## src/rtl/pipeline_stall_controller.sv

```systemverilog
// IF/ID stall/flush responder: owns the IF/ID register, drives PC write-enable and ID/EX bubble.
// Optional performance counters are enabled by defining PERF_COUNTERS_EN.
//
// state | meaning
// RUN   | pipeline advancing normally
// STALL | IF/ID held, bubble inserted into ID/EX
// FLUSH | IF/ID squashed by a taken branch/jump (one cycle per flush_req)
module pipeline_stall_controller #(
  parameter int          XLEN      = 32,
  parameter int          MAX_STALL = 4,
  parameter int          CNT_W     = 16,
  parameter logic [31:0] NOP_INSTR = 32'h00000013
) (
  input  logic             clk,
  input  logic             rst_n,
  input  logic             stall_req,
  input  logic             flush_req,
  input  logic [XLEN-1:0]  if_instr,
  input  logic [XLEN-1:0]  if_pc,
  input  logic             if_valid,
  output logic             pc_write_en,
  output logic [XLEN-1:0]  if_id_instr,
  output logic [XLEN-1:0]  if_id_pc,
  output logic             if_id_valid,
  output logic             id_ex_bubble,
  output logic [1:0]       ctrl_state,
  output logic             stall_timeout,
  output logic [CNT_W-1:0] stall_count,
  output logic [CNT_W-1:0] flush_count
);

  typedef enum logic [1:0] {
    RUN   = 2'd0,
    STALL = 2'd1,
    FLUSH = 2'd2
  } state_t;

  localparam int RL_W = $clog2(MAX_STALL + 1);
  localparam logic [RL_W-1:0] RL_LOAD = RL_W'(MAX_STALL);
  localparam logic [RL_W-1:0] RL_ONE  = RL_W'(1);
  localparam logic [XLEN-1:0] NOP     = XLEN'(NOP_INSTR);

  state_t          state;
  logic [RL_W-1:0] run_left;
  logic            stall_eff;

  // A taken branch wins: the stalled instruction is squashed anyway.
  assign stall_eff    = stall_req & ~flush_req;
  assign pc_write_en  = ~stall_eff;
  assign id_ex_bubble = stall_eff | flush_req;
  assign ctrl_state   = state;

  always_ff @(posedge clk) begin
    if (!rst_n) begin
      state         <= RUN;
      if_id_instr   <= NOP;
      if_id_pc      <= '0;
      if_id_valid   <= 1'b0;
      run_left      <= RL_LOAD;
      stall_timeout <= 1'b0;
    end else begin
      if (flush_req) begin
        if_id_instr <= NOP;
        if_id_valid <= 1'b0;
      end else if (!stall_eff) begin
        if_id_instr <= if_valid ? if_instr : NOP;
        if_id_pc    <= if_pc;
        if_id_valid <= if_valid;
      end

      if (flush_req)      state <= FLUSH;
      else if (stall_eff) state <= STALL;
      else                state <= RUN;

      // Down-counter of remaining tolerated stall cycles; terminal count flags the timeout.
      if (stall_eff) begin
        if (run_left != '0) begin
          run_left <= run_left - RL_ONE;
          if (run_left == RL_ONE) stall_timeout <= 1'b1;
        end
      end else begin
        run_left <= RL_LOAD;
      end
    end
  end

`ifdef PERF_COUNTERS_EN
  logic [CNT_W-1:0] stall_cnt_q;
  logic [CNT_W-1:0] flush_cnt_q;

  always_ff @(posedge clk) begin
    if (!rst_n) begin
      stall_cnt_q <= '0;
      flush_cnt_q <= '0;
    end else begin
      if (stall_eff && (stall_cnt_q != '1)) stall_cnt_q <= stall_cnt_q + CNT_W'(1);
      if (flush_req && (flush_cnt_q != '1)) flush_cnt_q <= flush_cnt_q + CNT_W'(1);
    end
  end

  assign stall_count = stall_cnt_q;
  assign flush_count = flush_cnt_q;
`else
  assign stall_count = '0;
  assign flush_count = '0;
`endif

endmodule

```

## config.mk

```make
export PLATFORM = sky130hd
export DESIGN_NAME = pipeline_stall_controller
export DESIGN_NICKNAME = d
export VERILOG_FILES = /design/src/rtl/pipeline_stall_controller.sv
export SDC_FILE = /design/constraint.sdc
export NUM_CORES = 1
export LEC_CHECK = 0
export CAP_MARGIN = 20
export CORE_ASPECT_RATIO = 1.2
export CORE_MARGIN = 5
export CORE_UTILIZATION = 38
export CTS_CLUSTER_DIAMETER = 100
export DETAILED_ROUTE_END_ITERATION = 7
export GPL_TIMING_DRIVEN = 0
export PLACE_DENSITY = 0.91
export SLEW_MARGIN = 15
export SYNTH_ARGS = -nofsm -noshare
export SYNTH_HDL_FRONTEND = slang
export SYNTH_SLANG_ARGS = --single-unit
```

## constraint.sdc

```tcl
create_clock -name clk -period 1.3 [get_ports clk]
set_clock_uncertainty 0.05 [all_clocks]
set_input_delay 0.26 -clock clk [delete_from_list [all_inputs] [get_ports clk]]
set_output_delay 0.26 -clock clk [all_outputs]
set_load 0.01 [all_outputs]
```

==> out/summary.txt <==
Max-slew violations: 0
GR peak layer: met2
Period utilization: 97.1%
Met3 Use GR: 4.84%
WL final: 8290 µm
First-iteration detailed-routing DRC count: 113
Clock latency at the later pin of the worst-skew pair: 0.33 ns
Total power: 4920 µW
Family with the most delay on the worst path: flip-flops
Crit-path slowest cell: dfxtp_1
Initial antenna violation count: 0
Detail Route Antenna Nets: 0
Pre-antenna DRT Iters: 4
CORE AREA: 7360 µm²
HPWL Detailed: 6490 µm
DRC viols: 0
Critical path's largest stage delay: 0.33 ns
EDFF count, synth: 0
Reg-to-Reg End: run_left[1]
Num CTS Buffers: 9
Root Buffer: clkbuf_8
Clock sink count: 71
Startpoint Class: flip-flop
WP buf/inv: 1
Vias/cell: 4.58
Post-synthesis to final-layout area growth: 63.1%
Status: finished, final reports clean
Cell-by-cell trace of the critical path: dlygate4sd2_1
CTS tree: built
Cell Area, Synth: 2890 µm²
Site Rows: 34
Kind of critical path: flip-flop to output port
Pleak: 0.00207 µW
Mean Syn Cell Area: 8.34 µm²
Met1 GRT Util: 18.3%
Minimum clock period: 1.26 ns
WHS Endpoint: ctrl_state[1]
Synth unique cells: 28
GRT met2 Usage: 30.2%
RSZ-0062 raised after global routing: no
Register area share after synthesis: 49.1%
Final nets: 602
Die H: 106 µm
Async S/R FF share, synth: 0%
Gpl congestion: 0.740
Ports: 171
GR Overflow Total: 0
Share of post-route cells with drive strength above 1: 14.8%
Final core occ: 64.1%
Area of the multi-input gates: 1210 µm²
Starting Density: 39.3%
First-pass GRT wire length: 12800 µm
Req. time, crit path: 0.99 ns
Reg clk slew, reported paths: 0.07 ns
Critical Path AT: 0.95 ns
Final Hold Fails: 0
Die area: 9460 µm²
Yosys Warn Count: 0
Largest net degree at the start of global routing: 13
Die W: 89.6 µm
Final setup vio count: 0
Number of antenna diodes: 0
Reg2Reg Depth: 5
Vias in the first global route: 2824
Hold Buf Count CTS: 0
Max Root-Sink Buffers: 2
Post-Syn Instances: 347
Max VDD drop: 0.647 mV
Reg-to-Reg Start: run_left[0]
CP endpoint kind: output port
DR vias: 2864
Max_cap viols: 0
Fmax: 792 MHz
R2R Setup Slk: 0.10 ns
Top FF cell, synth: dfxtp_1
Port buffer count: 137
Wirelength per Cell: 13.3 µm
Register area: 1420 µm²
CTS H-tree depth: 3
Hold Crit Start: flush_req
CP max FO: 2
Hold WC Path Type: primary input to flip-flop
Gr usage total: 17.0%
Pwr per Cell Area: 1040 nW/µm²
Synth Register Bits: 71
Fill count: 609
WHS Path Cells: 2
## metrics by stage
| stage | area [µm²] | worst slack (ns) | hold WS (ns) | TNS (ns) | std cells |
|---|---|---|---|---|---|
| 6_report | 4720 | 0.0371 | 0.170 | 0 | 625 |
| 5_1_grt | 4720 | 0.000540 | 0.164 | 0 | 625 |
| 4_1_cts | 4670 | 0.00194 | 0.159 | 0 | 624 |
| 3_5_place_dp | 4490 | -0.907 | 0.393 | -29.51 | 605 |
| 3_3_place_gp | 4490 | -0.922 | 0.389 | -28.45 | 605 |
| 2_1_floorplan | 3010 | 0.216 | 0.329 | 0 | 378 |
## logic make-up after synthesis
logic type / after synthesis / share of synthesized area (%)
XOR/XNOR: 1 / 0.303
AO/OA/AOI/OAI: 68 / 14.8
buffers and inverters: 61 / 13.6
flip-flops: 71 / 49.1
AND/OR/NAND/NOR: 142 / 20.7
adder cells (fa/ha/maj): 3 / 1.30
other: 1 / 0.130
## layout make-up
| cell class | instances | area share [%] |
|---|---|---|
| multi-input cells | 246 | 25.6 |
| clock inverters | 4 | 1.11 |
| well taps | 90 | 2.39 |
| clock buffers | 12 | 3.50 |
| flip-flops and latches | 71 | 30.2 |
| repair buffers | 141 | 28.6 |
| inverters | 6 | 0.689 |
| plain buffers | 55 | 8.04 |
## per-layer routing
layer	wire length, µm	part of all wire, %	up-vias
li1	-	-	1433
met1	2980	36	1267
met2	4110	50	145
met3	1030	12	19
met4	172	2.1	0
met5	0	0	-
## power breakdown
group | total (µW) | switching, µW | internal, µW
Clock | 1850 | 806 | 1040
Combinational | 779 | 346 | 433
Sequential | 2290 | 38.5 | 2250
## cells in the mapped netlist (all sizes together) (2+ instances only)
library cell / number / area (µm²)
a21boi: 32 / 240
ha: 3 / 37.5
buf: 49 / 347
nand3: 29 / 145
a21oi: 30 / 150
nor2b: 3 / 18.8
o21ai: 3 / 15.0
nor2: 7 / 28.8
inv: 6 / 25.0
nand2: 96 / 360
dfxtp: 71 / 1420
nor3b: 3 / 22.5
nand2b: 2 / 12.5
clkbuf: 6 / 22.5
## worst max path at each step
stage | from | end | depth (start not counted)
floorplan | run_left[0] | run_left[1] | 5
global route | if_id_instr[30] | if_id_instr[30] | 1
detailed placement | flush_req | pc_write_en | 6
finish | if_id_pc[5] | if_id_pc[5] | 1
global placement | flush_req | id_ex_bubble | 5
CTS | if_id_instr[11] | if_id_instr[11] | 1
## cells in the final DEF (no fill, tap or decap), types with 4 or more instances in the layout
cell type / instances
buf_2: 12
clkdlybuf4s15_1: 37
dlygate4sd2_1: 30
buf_6: 6
clkbuf_8: 12
buf_4: 37
dfxtp_1: 70
a21oi_1: 30
inv_1: 4
nor2_1: 6
conb_1: 32
a21boi_1: 10
nand2_1: 96
nand3_1: 29
clkbuf_1: 6
a21boi_0: 22
clkdlybuf4s50_1: 65
## worst register-to-register path: stages (launching register included)
cell and delay, ns:
dfxtp_2 0.36, inv_1 0.07, ha_1 0.22, nand2b_1 0.14
nor2_1 0.05, a211oi_1 0.23
## state kept, by name (all words and copies together), names as in the netlist
register       count
if_id_instr       32
if_id_pc          32
run_left           3
ctrl_state         2
if_id_valid        1
stall_timeout      1
## repair_timing
| item | CTS | global route |
|---|---|---|
| setup buffers | 3 | 1 |
| pin swaps | 1 | 1 |
| endpoints found under the hold margin | 0 | 0 |
| setup endpoints to repair | 131 | 59 |
| gates resized for setup | 95 | 43 |
Power figures use the tool's default switching activity.
